===== config.mk =====
export PLATFORM = sky130hd
export DESIGN_NAME = rgb_led_sequencer
export DESIGN_NICKNAME = d
export VERILOG_FILES = /design/src/rtl/rgb_led_sequencer_pkg.sv /design/src/rtl/rgb_led_sequencer_btn_debounce.sv /design/src/rtl/rgb_led_sequencer.sv
export SDC_FILE = /design/constraint.sdc
export NUM_CORES = 1
export LEC_CHECK = 0
export CAP_MARGIN = 30
export CORE_MARGIN = 2
export CORE_UTILIZATION = 50
export DETAILED_ROUTE_END_ITERATION = 8
export PLACE_DENSITY = 0.63
export SYNTH_ARGS = -nofsm -noshare
export SYNTH_HDL_FRONTEND = slang
export SYNTH_HIERARCHICAL = 1
export SYNTH_SLANG_ARGS = --single-unit

===== constraint.sdc =====
create_clock -name clk -period 3.08 [get_ports clk]
set_input_delay 0.308 -clock clk [delete_from_list [all_inputs] [get_ports clk]]
set_output_delay 0.308 -clock clk [all_outputs]
set_load 0.02 [all_outputs]

===== src/rtl/rgb_led_sequencer_pkg.sv =====
// Shared definitions for the RGB LED sequencer: mode encodings, colour table
// and the colour-index advance helper.
package rgb_led_sequencer_pkg;

  typedef enum logic [1:0] {
    MODE_IDLE   = 2'b00,
    MODE_MANUAL = 2'b01,
    MODE_AUTO   = 2'b10
  } mode_e;

  localparam int unsigned NUM_COLOURS = 7;
  localparam int unsigned NUM_BTN     = 4;
  localparam int unsigned PWM_W       = 8;

  // Colour table entries, {B,G,R}
  localparam logic [2:0] COL_R = 3'b001;
  localparam logic [2:0] COL_G = 3'b010;
  localparam logic [2:0] COL_B = 3'b100;
  localparam logic [2:0] COL_Y = 3'b011;
  localparam logic [2:0] COL_C = 3'b110;
  localparam logic [2:0] COL_M = 3'b101;
  localparam logic [2:0] COL_W = 3'b111;

  localparam logic [2:0] IDX_LAST = 3'(NUM_COLOURS - 1);

  function automatic logic [2:0] colour_of(input logic [2:0] idx);
    logic [2:0] c;
    case (idx)
      3'd0:    c = COL_R;
      3'd1:    c = COL_G;
      3'd2:    c = COL_B;
      3'd3:    c = COL_Y;
      3'd4:    c = COL_C;
      3'd5:    c = COL_M;
      3'd6:    c = COL_W;
      default: c = '0;
    endcase
    return c;
  endfunction

  function automatic logic [2:0] idx_advance(input logic [2:0] idx);
    return (idx == IDX_LAST) ? '0 : idx + 3'd1;
  endfunction

endpackage


===== src/rtl/rgb_led_sequencer_btn_debounce.sv =====
// One push-button conditioner: 2-flop synchroniser, stability counter and a
// registered one-cycle pulse on each debounced 0->1 transition.
module btn_debounce #(
  parameter int unsigned DEBOUNCE_CYCLES = 1_250_000
) (
  input  logic i_clk,
  input  logic i_rst,
  input  logic i_raw,
  output logic o_press
);

  localparam int unsigned CNT_W = (DEBOUNCE_CYCLES > 1) ? $clog2(DEBOUNCE_CYCLES) : 1;
  localparam logic [CNT_W-1:0] CNT_LAST = CNT_W'(DEBOUNCE_CYCLES - 1);

  logic             r_sync1;
  logic             r_sync2;
  logic             r_level;
  logic             r_level_d;
  logic             r_press;
  logic [CNT_W-1:0] r_cnt;

  // Bring the raw pin into the clock domain
  always_ff @(posedge i_clk or posedge i_rst) begin
    if (i_rst) begin
      r_sync1 <= 1'b0;
      r_sync2 <= 1'b0;
    end else begin
      r_sync1 <= i_raw;
      r_sync2 <= r_sync1;
    end
  end

  // Accept a new level only after DEBOUNCE_CYCLES consecutive differing samples
  always_ff @(posedge i_clk or posedge i_rst) begin
    if (i_rst) begin
      r_level <= 1'b0;
      r_cnt   <= '0;
    end else if (r_sync2 == r_level) begin
      r_cnt   <= '0;
    end else if (r_cnt == CNT_LAST) begin
      r_level <= r_sync2;
      r_cnt   <= '0;
    end else begin
      r_cnt   <= r_cnt + CNT_W'(1);
    end
  end

  // Registered rising-edge pulse of the debounced level
  always_ff @(posedge i_clk or posedge i_rst) begin
    if (i_rst) begin
      r_level_d <= 1'b0;
      r_press   <= 1'b0;
    end else begin
      r_level_d <= r_level;
      r_press   <= r_level & ~r_level_d;
    end
  end

  assign o_press = r_press;

endmodule


===== src/rtl/rgb_led_sequencer.sv =====
// RGB LED sequencer top: button conditioning, mode FSM (idle/manual/auto),
// 8-level PWM dimming and LED0/LED1 routing from the slide switches.
module rgb_led_sequencer
  import rgb_led_sequencer_pkg::*;
#(
  parameter int unsigned DEBOUNCE_CYCLES = 1_250_000,
  parameter int unsigned STEP_CYCLES     = 62_500_000
) (
  input  logic       clk,
  input  logic       rst,
  input  logic [3:0] btn,
  input  logic [1:0] sw,
  output logic [5:0] led,
  output logic [1:0] mode
);

  localparam int unsigned STEP_W = (STEP_CYCLES > 1) ? $clog2(STEP_CYCLES) : 1;
  localparam logic [STEP_W-1:0] STEP_LAST = STEP_W'(STEP_CYCLES - 1);

  logic [NUM_BTN-1:0] w_press;
  logic [1:0]         r_sw_s1;
  logic [1:0]         r_sw_s2;
  logic [PWM_W-1:0]   r_pwm;

  mode_e              r_mode;
  logic [2:0]         r_idx;
  logic [2:0]         r_lvl;
  logic [STEP_W-1:0]  r_step;
  logic [5:0]         r_led;

  mode_e              w_mode_nxt;
  logic [2:0]         w_idx_nxt;
  logic [2:0]         w_lvl_nxt;
  logic [STEP_W-1:0]  w_step_nxt;
  logic [5:0]         w_led_nxt;
  logic               w_on;
  logic [2:0]         w_col_cur;
  logic [2:0]         w_col_nxt;

  for (genvar gi = 0; gi < NUM_BTN; gi++) begin : g_btn
    btn_debounce #(
      .DEBOUNCE_CYCLES(DEBOUNCE_CYCLES)
    ) u_debounce (
      .i_clk  (clk),
      .i_rst  (rst),
      .i_raw  (btn[gi]),
      .o_press(w_press[gi])
    );
  end

  // Switch synchroniser and free-running PWM counter
  always_ff @(posedge clk or posedge rst) begin
    if (rst) begin
      r_sw_s1 <= '0;
      r_sw_s2 <= '0;
      r_pwm   <= '0;
    end else begin
      r_sw_s1 <= sw;
      r_sw_s2 <= r_sw_s1;
      r_pwm   <= r_pwm + PWM_W'(1);
    end
  end

  // Next-state decode: auto stepping first, then the single highest-priority
  // button event overrides it so a step and an event never both advance idx.
  always_comb begin
    w_mode_nxt = r_mode;
    w_idx_nxt  = r_idx;
    w_lvl_nxt  = r_lvl;
    w_step_nxt = r_step;

    if (r_mode == MODE_AUTO) begin
      if (r_step == STEP_LAST) begin
        w_step_nxt = '0;
        w_idx_nxt  = idx_advance(r_idx);
      end else begin
        w_step_nxt = r_step + STEP_W'(1);
      end
    end

    if (w_press[3]) begin
      w_mode_nxt = MODE_IDLE;
      w_idx_nxt  = r_idx;
      w_step_nxt = '0;
    end else if (w_press[2]) begin
      w_idx_nxt  = r_idx;
      w_step_nxt = '0;
      if (r_mode == MODE_AUTO) w_mode_nxt = MODE_MANUAL;
      else                     w_mode_nxt = MODE_AUTO;
    end else if (w_press[1]) begin
      w_lvl_nxt = r_lvl + 3'd1;
    end else if (w_press[0]) begin
      case (r_mode)
        MODE_IDLE: begin
          w_mode_nxt = MODE_MANUAL;
          w_idx_nxt  = r_idx;
        end
        MODE_MANUAL: begin
          w_idx_nxt = idx_advance(r_idx);
        end
        MODE_AUTO: begin
          w_idx_nxt  = idx_advance(r_idx);
          w_step_nxt = '0;
        end
        default: begin
          w_mode_nxt = MODE_IDLE;
        end
      endcase
    end
  end

  // Output routing from the post-update state so led and mode move together
  always_comb begin
    w_on      = (r_pwm[PWM_W-1 -: 3] <= w_lvl_nxt);
    w_col_cur = colour_of(w_idx_nxt);
    w_col_nxt = colour_of(idx_advance(w_idx_nxt));
    case (r_sw_s2)
      2'b00:   w_led_nxt = {3'b000, w_col_cur};
      2'b10:   w_led_nxt = {w_col_cur, 3'b000};
      2'b01:   w_led_nxt = {w_col_cur, w_col_cur};
      default: w_led_nxt = {w_col_nxt, w_col_cur};
    endcase
    if ((w_mode_nxt == MODE_IDLE) || !w_on) w_led_nxt = '0;
  end

  // FSM state, colour/brightness registers, step counter and LED register
  always_ff @(posedge clk or posedge rst) begin
    if (rst) begin
      r_mode <= MODE_IDLE;
      r_idx  <= '0;
      r_lvl  <= '1;
      r_step <= '0;
      r_led  <= '0;
    end else begin
      r_mode <= w_mode_nxt;
      r_idx  <= w_idx_nxt;
      r_lvl  <= w_lvl_nxt;
      r_step <= w_step_nxt;
      r_led  <= w_led_nxt;
    end
  end

  assign led  = r_led;
  assign mode = r_mode;

endmodule


=== Yosys cells after proc, flatten, opt, wreduce, memory -nomap -nowiden ===
Index checks and enable logic that the tools add are counted.

* Register bits after elaboration: 156
* Input port bits: 8
* Output and inout bits: 8
* Word-level logic and storage cells: 129

* Add/subtract/negate cells: 9
* Order comparisons: 1
* Equality and inequality tests: 26
* Mux-type cells: 37
* Bitwise operators: 12
* Reduce and logical (&&, ||, !) cells: 12

{| class="wikitable"
|+ Operators with widths
! cell !! number
|-
| $mux 26 || 7
|-
| $mux 21 || 8
|-
| $add 21x1->21 const B || 4
|-
| $eq 21x21->1 const B || 4
|-
| $pmux 3 s7 || 2
|-
| $mux 3 || 11
|-
| $add 26x1->26 const B || 1
|-
| $eq 26x26->1 const B || 1
|-
| $eq 3x3->1 const B || 7
|-
| $pmux 6 s3 || 1
|-
| $eq 3x2->1 const B || 4
|-
| $mux 2 || 5
|-
| $add 3x1->3 const B || 3
|-
| $add 8x1->8 const B || 1
|-
| $not 1->1 || 8
|-
| $reduce_and 2->1 || 4
|-
| $eq 3x1->1 const B || 2
|-
| $logic_not 2->1 || 3
|-
| $logic_not 3->1 || 2
|-
| $mux 6 || 1
|-
| $pmux 3 s2 || 1
|-
| $and 1x1->1 || 4
|-
| $eq 1x1->1 || 4
|-
| $eq 2x1->1 const B || 2
|-
| 6 further kinds || 7
|}

=== Longest topological paths before layout ===
Gate-level depths: netlist of run 1.

* Depth in word-level cells: 15
* Mapped depth: 13
* Gate-level depth less buffers: 12

=== Hierarchy ===
The synthesis of run 1 kept the hierarchy.

{| class="wikitable"
|+ By module, submodules not included
! module !! times used !! cells each !! area each (um^2) !! sequential area each (um^2)
|-
| btn_debounce || 4 || 119 || 1213.7 || 650.6
|-
| rgb_led_sequencer || 1 || 281 || 2783.9 || 1305.0
|}

=== Worst setup path before layout of run 1 ===
Ideal clock, no wire load.

* Path kind: register -> register
* Start point: register r_mode[0] (netlist: mode[0])
* End point: register r_led[4] (netlist: led[4])
* Library setup time: 0.078 ns
* Data arrival time: 2.744 ns
* Path slack: 0.258 ns
* Cell stages (with the launch flop): 14
* Period minus slack after synthesis: 2.822 ns
* Cells stage by stage: dfrtp_1 inv_1 ha_1 buf_4 and3_1 nand4_2 or2_4 a221oi_4 inv_1 ha_1 inv_1 a211oi_1 o211ai_1 a21oi_1

* Cells in the longest elaborated chain, start to end: 13

{| class="wikitable"
|+ RTL lines
! element !! line !! source
|-
| start, declared || rgb_led_sequencer.sv:25 || <nowiki>mode_e r_mode;</nowiki>
|-
| start signal, assigned || rgb_led_sequencer.sv:135 || <nowiki>r_mode <= w_mode_nxt;</nowiki>
|-
| $eq 2x2->1 / $eq 2x1->1 (equally long branches) || rgb_led_sequencer.sv:72, rgb_led_sequencer.sv:93 ||
|-
| $mux 3 / $reduce_or 2->1 (equally long branches) || - ||
|-
| $pmux 3 s2 || rgb_led_sequencer.sv:93 || <nowiki>case (r_mode)</nowiki>
|-
| $mux 3 || rgb_led_sequencer.sv:92 || <nowiki>end else if (w_press[0]) begin</nowiki>
|-
| $mux 3 * || rgb_led_sequencer.sv:90 || <nowiki>end else if (w_press[1]) begin</nowiki>
|-
| $mux 3 * || rgb_led_sequencer.sv:85 || <nowiki>end else if (w_press[2]) begin</nowiki>
|-
| $mux 3 * || rgb_led_sequencer.sv:81 || <nowiki>if (w_press[3]) begin</nowiki>
|-
| net w_idx_nxt[2] || rgb_led_sequencer.sv:32 || <nowiki>logic [2:0] w_idx_nxt;</nowiki>
|-
| $add 3x1->3 / $eq 3x3->1 (equally long branches) || rgb_led_sequencer_pkg.sv:42, rgb_led_sequencer_pkg.sv:28 ||
|-
| $mux 3 || rgb_led_sequencer_pkg.sv:42 || <nowiki>return (idx == IDX_LAST) ? '0 : idx + 3'd1;</nowiki>
|-
| $eq 3x3->1, or another cell as far along || rgb_led_sequencer_pkg.sv:28 || <nowiki>case (idx)</nowiki>
|-
| $pmux 3 s7 || rgb_led_sequencer_pkg.sv:28 ||
|-
| $pmux 6 s3 * || rgb_led_sequencer.sv:117 || <nowiki>case (r_sw_s2)</nowiki>
|-
| $mux 6 * || rgb_led_sequencer.sv:123 || <nowiki>if ((w_mode_nxt == MODE_IDLE) || !w_on) w_led_nxt = '0;</nowiki>
|-
| net w_led_nxt[4] || rgb_led_sequencer.sv:35 || <nowiki>logic [5:0] w_led_nxt;</nowiki>
|-
| end signal, assigned || rgb_led_sequencer.sv:139 || <nowiki>r_led <= w_led_nxt;</nowiki>
|-
| end, declared || rgb_led_sequencer.sv:29 || <nowiki>logic [5:0] r_led;</nowiki>
|}

Mark *: on every way through the listed nets, which the timed path passes. The rest lies on a longest branch.
A chain may end at the register's enable or synchronous reset.

=== Worst setup path after layout of run 1 ===
* Start point: register r_mode[0] (netlist: mode[0])
* End point: register r_led[4] (netlist: led[4])

* Cells in the longest elaborated chain, start to end: 13

{| class="wikitable"
|+ RTL lines
! element !! line
|-
| $eq 2x2->1 / $eq 2x1->1 (equally long branches) || rgb_led_sequencer.sv:72, rgb_led_sequencer.sv:88, rgb_led_sequencer.sv:93
|-
| $mux 3 / $reduce_or 2->1 (equally long branches) || -
|-
| $pmux 3 s2 || rgb_led_sequencer.sv:93
|-
| $mux 3 || rgb_led_sequencer.sv:92
|-
| $mux 3 || rgb_led_sequencer.sv:90
|-
| $mux 3 || rgb_led_sequencer.sv:85
|-
| $mux 3 || rgb_led_sequencer.sv:81
|-
| $add 3x1->3 / $eq 3x3->1 (equally long branches) || rgb_led_sequencer_pkg.sv:42, rgb_led_sequencer_pkg.sv:28
|-
| $mux 3 || rgb_led_sequencer_pkg.sv:42
|-
| $eq 3x3->1, or another cell as far along || rgb_led_sequencer_pkg.sv:28
|-
| $pmux 3 s7 || rgb_led_sequencer_pkg.sv:28
|-
| $pmux 6 s3 || rgb_led_sequencer.sv:117
|-
| $mux 6 * || rgb_led_sequencer.sv:123
|-
| net w_led_nxt[4] || rgb_led_sequencer.sv:35
|}

Marked as above.

==> flow_summary.yaml, run 1 <==
yosys:
  synthFlopType: "dfrtp_1"
  ys_async_sr_fraction_pct: 100.0
  syn_nets: 780
  ys_warn_count: 6
  ys_seq_area_share_pct: 51.15
  ys_ff_latch: 156
  postSynthCellCount: 757
  synth.avg_cell_area_um2: 10.09
  ys_types: 57
  synth_edf_count: 0
  syn_area_um2: 7639
timing:
  finalHoldViolations: 0
  hold-worst-slack_ps: 308.6
  setup_viol: 0
  finalMaxSlewViolations: 0
  fin_skew_ps: 9.165
  tns_ps: 0
  period_share_pct: 94.54
  tightest_slew_ps: 538.6
  fmax_ghz: 0.3434
  setup_ws_ps: 168.0
  period_minus_slack_ps: 2912
  max_slew_margin_pct: 63.79
clock_tree:
  cts_hold_buffers: 0
  clockBufferDepth: 2
  clock-sinks: 156
  clkTransAtPathRegs_ps: 70
  clk_latency_ps: 420
  cts_tree: "yes"
  ctsRootBufferMaster: "clkbuf_16"
  htree_num_levels: 4
  cts_buffers: 17
layout:
  area_growth_pct: 14.48
  multi_input_area_um2: 3516
  layout.nets: 818
  final_cell_area_um2: 8745
  mostFrequentLayoutCell: "dfrtp_1"
  diodes: 0
  fillers: 1287
  drive_above_1_share_pct: 12.00
  layout_common_cells: "dfrtp_1 (152), nor2_1 (127), xnor2_1 (60), inv_1 (40), nand2_1 (39)"
  seq_area_um2: 3909
floorplan:
  start_util_pct: 50.62
  die_area_um2: 16280
  die_w_um: 127.6
  num_rows: 45
  fp.dieH_um: 127.6
  io_pins: 16
  coreArea_um2: 15090
power_and_ir_drop:
  switching_share_pct: 23.12
  intPower_mw: 3.274
  power_density_nw_per_um2: 487.0
  power.share.clock_pct: 48.4
  seqPwrFrac_pct: 49.0
  power.switching_uw: 984.7
  p_comb_share_pct: 2.6
  irDropWorstVdd_v: 0.0003965
  leakagePower_nw: 3.739
  p_total_mw: 4.258
place:
  dp_slack_ps: 217.2
  place_area_um2: 8085
  io_buffer_count: 15
  dp_hpwl_um: 10030
  gp_congestion: 0.8296
detailed_routing:
  vias: 5460
  avgViaCountPerCell: 5.482
  drc: 0
  drt_iter0_markers: 300
  wirelength_um: 14390
  antenna_left: 0
  first_pass_iters: 4
  routedWlPerCell_um: 14.45
run_status:
  status: "finished clean"
global_route:
  gr-total-overflow: 0
  grt_antenna_before_repair: 0
  grt_pass1_vias: 5453
  grt_pass1_wl_um: 25040
  grt_max_degree: 33
  grt.total_usage_pct: 19.08
worst_setup_path:
  path_max_fanout: 6
  arrival_ps: 3260
  crit_type: "register to register"
  cp-start-kind: "register"
  worstPathRequired_ps: 3430
  end_kind: "register"
job:
  maxCapViolations: 0
min_path:
  min_path_type: "primary input to asynchronous set/reset pin"
-- worst max-delay path, stage by stage, from the launching register on --
cell and delay [ps]:
dfrtp_1 410, buf_4 140, ha_1 200, nor3b_1 350, buf_4 220, a2111oi_2 70
or3b_1 180, o211a_1 250, nor2_1 80, ha_1 320, inv_1 60, a211oi_1 280
o211ai_1 140, a21oi_1 140
-- cell type report --
type	count	share of cell area, %
Clock buffer	18	5.022
Inverter	42	1.803
Timing Repair Buffer	35	3.806
Multi-Input combinational cell	543	40.21
Clock inverter	14	1.774
Sequential cell	156	44.70
Tap cell	188	2.690
-- stage by stage --
step	cells	utilization (%)
CTS	991	57.52
detailed placement	959	53.58
global placement	959	53.58
global route	996	57.95
finish	996	57.95
floorplan	757	-
-- metal layers --
layer / part of all wire [%] / vias up / global-route usage (%)
met3: 3.3 / 15 / 5.444
met4: 1.1 / 0 / 5.624
li1: - / 2692 / -
met5: 0 / - / 0
met2: 48 / 79 / 31.05
met1: 48 / 2674 / 25.02
-- power groups by stage --
stage	logic [mW]	registers [mW]	clock network [mW]
finish	0.112	2.09	2.06
global route	0.129	2.09	2.22
CTS	0.112	2.09	2.12
detailed placement	0.112	2.13	0
global placement	0.108	2.12	0
floorplan	0.0690	2.12	0
-- sequential cells by signal, indices dropped and copies added, names as in the netlist --
| name | cells |
|---|---|
| led | 6 |
| r_idx | 3 |
| r_lvl | 3 |
| g_btn.u_debounce/r_sync1 | 4 |
| r_step | 26 |
| r_pwm | 8 |
| g_btn.u_debounce/r_cnt | 84 |
| r_sw_s2 | 2 |
| g_btn.u_debounce/o_press | 4 |
| g_btn.u_debounce/r_level | 4 |
| g_btn.u_debounce/r_level_d | 4 |
| mode | 2 |
| r_sw_s1 | 2 |
| g_btn.u_debounce/r_sync2 | 4 |
-- Yosys cell counts, types with 2 or more instances --
library cell	count	area, um^2
ha_1	15	187.7
a21oi_1	26	130.1
nor3b_1	4	30.03
or4_4	5	56.30
nand3_1	30	150.1
and4bb_1	2	25.02
a31oi_1	2	12.51
inv_1	41	153.9
and4_1	2	17.52
nand4_2	10	125.1
xor2_1	35	306.5
nor4b_1	8	70.07
dfstp_2	3	78.83
nor3_1	22	110.1
nor4_2	4	50.05
nand2b_1	5	31.28
or3_1	16	100.1
mux2_2	5	56.30
nand4b_1	4	35.03
mux2i_1	2	20.02
and3_1	9	56.30
nor4bb_1	4	40.04
a211oi_1	3	22.52
nand4_1	27	168.9
o211a_1	2	20.02
nor2b_1	8	50.05
a31o_2	8	70.07
nand2_1	39	146.4
dfrtp_1	153	3829
clkbuf_1	15	56.30
and2_1	6	37.54
o21ai_0	23	115.1
or2_2	2	12.51
nor4_1	9	56.30
nor2_1	127	476.7
xnor2_1	60	525.5
-- logic make-up after synthesis --
family	after synthesis	share of synthesized area [%]
AO/OA/AOI/OAI	76	6.618
multiplexers	7	0.9991
AND/OR/NAND/NOR	350	24.98
flip-flops	156	51.15
XOR/XNOR	95	10.89
adder cells (fa/ha/maj)	15	2.457
buffers and inverters	58	2.899
-- repair_timing --
| item | CTS | global route |
|---|---|---|
| setup endpoints to repair | 0 | 3 |
| setup buffers | 0 | 4 |
| gates resized for setup | 0 | 3 |
-- final timing paths --
check	start	end	slack (ps)	cells past startpoint
max	mode[0]	led[4]	170	13
max reg2reg	mode[0]	led[4]	170	13
min reg2reg	r_sw_s1[1]	r_sw_s2[1]	350	0
max in group asynchronous	rst	g_btn[2].u_debounce/r_cnt[3]	2020	3
min in group clk	btn[2]	g_btn[2].u_debounce/r_sync1	320	1
min	rst	g_btn[0].u_debounce/r_level_d	310	2
Note: power is estimated with default switching activity, not from simulation.
==> inputs of run 2 (changes only) <==
--- a/config.mk
+++ b/config.mk
@@ -6,7 +6,7 @@
 export NUM_CORES = 1
 export LEC_CHECK = 0
 export CAP_MARGIN = 30
-export CORE_MARGIN = 2
+export CORE_MARGIN = 4
 export CORE_UTILIZATION = 50
 export DETAILED_ROUTE_END_ITERATION = 8
 export PLACE_DENSITY = 0.63
==> run 2 against run 1 <==
Compared with the run above:
- via count is 0.46% lower
- flip-flop and latch count stayed put
- total power is 1.1% higher
- fmax is 0.17% higher
- clock power is 2% higher
- routed wire length is 0.75% higher
- sequential power hardly changed
- register-to-register slack hardly changed
- largest cell class unchanged
==> flow_summary.yaml, run 2 (synthesis gave the netlist of run 1 again) <==
timing:
  tightest_slew_ps: 825.9
  rsz0062_at_grt: "no"
  period_share_pct: 94.38
  hold-worst-slack_ps: 280.1
  period_minus_slack_ps: 2907
  fmax_ghz: 0.3440
  finalMaxSlewViolations: 0
  max_slew_margin_pct: 44.86
  tns_ps: 0
  fin_skew_ps: 7.186
  finalHoldViolations: 0
  setup_viol: 0
min_path:
  min_path_type: "primary input to asynchronous set/reset pin"
power_and_ir_drop:
  power.switching_uw: 956.9
  power.share.clock_pct: 48.8
  leakagePower_nw: 3.725
  intPower_mw: 3.346
  irDropWorstVdd_v: 0.0003433
  seqPwrFrac_pct: 48.5
  p_comb_share_pct: 2.7
  power_density_nw_per_um2: 492.2
  switching_share_pct: 22.24
global_route:
  grt_pass1_vias: 5420
  grt.total_usage_pct: 17.77
  gr-total-overflow: 0
  grt_antenna_before_repair: 0
  grt_pass1_wl_um: 25700
  grt_max_degree: 42
place:
  dp_hpwl_um: 10080
  io_buffer_count: 15
  gp_congestion: 0.8767
  place_area_um2: 8108
detailed_routing:
  vias: 5435
  avgViaCountPerCell: 5.495
  wl_met2_um: 7006
  antenna_left: 0
  first_pass_iters: 5
  wl_met3_um: 386
  drt_iter0_markers: 343
  routedWlPerCell_um: 14.66
  routed.top_layer: "met4"
  drc: 0
  wirelength_um: 14500
  wl_met1_um: 7007
worst_setup_path:
  crit_family: "compound AO/OA/AOI/OAI gates"
  critPathMaxStageDelay_ps: 430
  arrival_ps: 3220
  cpMaxStageDelayCell: "dfrtp_2"
  path_max_fanout: 8
  crit_type: "register to register"
  crit_buf_inv: 1
  r2r_cells: 11
  worstPathRequired_ps: 3390
  end_kind: "register"
  worstPathCellList: "inv_1, ha_1, nand2b_1, a2111oi_0, or3b_1, o211a_1, nor2_1, ha_1, nor2_1, a221o_1, o32ai_1"
  reg2reg_to: "led[3]"
  startpoint: "mode[1]"
  r2r_slack_ps: 170
  endpoint: "led[3]"
  cp-start-kind: "register"
  crit_cells: 11
  r2r-start: "mode[1]"
floorplan:
  coreArea_um2: 14750
  io_pins: 16
  die_area_um2: 17320
  die_w_um: 131.6
  start_util_pct: 51.77
  num_rows: 44
  fp.dieH_um: 131.6
clock_tree:
  cts_tree: "yes"
  ctsRootBufferMaster: "clkbuf_16"
  clk_latency_ps: 420
  clock-sinks: 156
  cts_buffers: 17
  htree_num_levels: 4
  clkTransAtPathRegs_ps: 60
  clockBufferDepth: 2
  cts_hold_buffers: 0
layout:
  diodes: 0
  regMostFlops: "g_btn.u_debounce/r_cnt"
  layout.nets: 815
  area_growth_pct: 14.46
  final_cell_area_um2: 8743
  post-route-util_pct: 59.26
  top_regs: "g_btn.u_debounce/r_cnt x84, r_step x26, r_pwm x8"
  drive_above_1_share_pct: 11.43
  largest_reg_flops: 84
  mostFrequentLayoutCell: "dfrtp_1"
  fillers: 1247
  seq_area_um2: 3909
  layout_common_cells: "dfrtp_1 (152), nor2_1 (127), xnor2_1 (60), inv_1 (40), nand2_1 (39)"
  multi_input_area_um2: 3510
run_status:
  status: "finished clean"
job:
  maxCapViolations: 0
-- run 2: cell types whose count changed in the layout (fill, tap and decap cells not counted), sizes merged --
cell and delta:
buf -3, clkinv -4, bufinv +1, clkbuf +1, clkinvlp +2
-- run 2: worst reg2reg max path: cells and delay by family, from the launching register on --
family	cells	cell delay [ps]
compound gates	4	1080
simple gates	4	670
fa+ha+maj	2	540
flops	1	430
buf+inv	1	80
-- run 2: per-stage QoR --
stage | instances | worst slack [ps] | power (mW)
final | 989 | 173.0 | 4.303
after global routing | 989 | 22.56 | 4.496
after CTS | 987 | 143.1 | 4.373
after detailed placement | 955 | 159.7 | 2.242
after global placement | 953 | 345.4 | 2.229
after floorplan | 757 | 258.4 | 2.191
-- run 2: timing repair --
action / in CTS / in global routing
gates resized for setup: 0 / 1
setup endpoints to repair: 0 / 1
buffers inserted: 0 / 1
-- run 2: worst min-delay path by stage --
stage	endpoint	slack (ps)	from	cells past startpoint
global placement	r_sw_s2[1]	340	r_sw_s1[1]	0
CTS	g_btn[1].u_debounce/r_sync2	270	rst	2
floorplan	g_btn[0].u_debounce/r_sync2	330	g_btn[0].u_debounce/r_sync1	0
finish	g_btn[1].u_debounce/r_sync2	280	rst	2
global route	g_btn[1].u_debounce/r_sync1	290	rst	2
detailed placement	r_sw_s2[1]	340	r_sw_s1[1]	0
-- run 2: layout make-up --
class,count,area share [%]
Clock inverter,13,1.789
Clock buffer,19,5.066
Inverter,42,1.803
Timing Repair Buffer,32,3.864
Tap cell,184,2.633
Sequential cell,156,44.71
Multi-Input combinational cell,543,40.14
-- run 2: power by group through the flow --
stage / sequential [mW] / clock (mW) / combinational (mW)
2_1_floorplan: 2.12 / 0 / 0.0690
5_1_grt: 2.09 / 2.27 / 0.134
3_3_place_gp: 2.13 / 0 / 0.103
4_1_cts: 2.09 / 2.17 / 0.116
3_5_place_dp: 2.13 / 0 / 0.115
6_report: 2.09 / 2.10 / 0.115
-- run 2: layer usage --
metal | vias to the layer above | global-route usage, %
met5 | - | 0
met4 | 0 | 5.134
met3 | 8 | 4.664
met2 | 62 | 28.51
met1 | 2676 | 23.96
li1 | 2689 | -
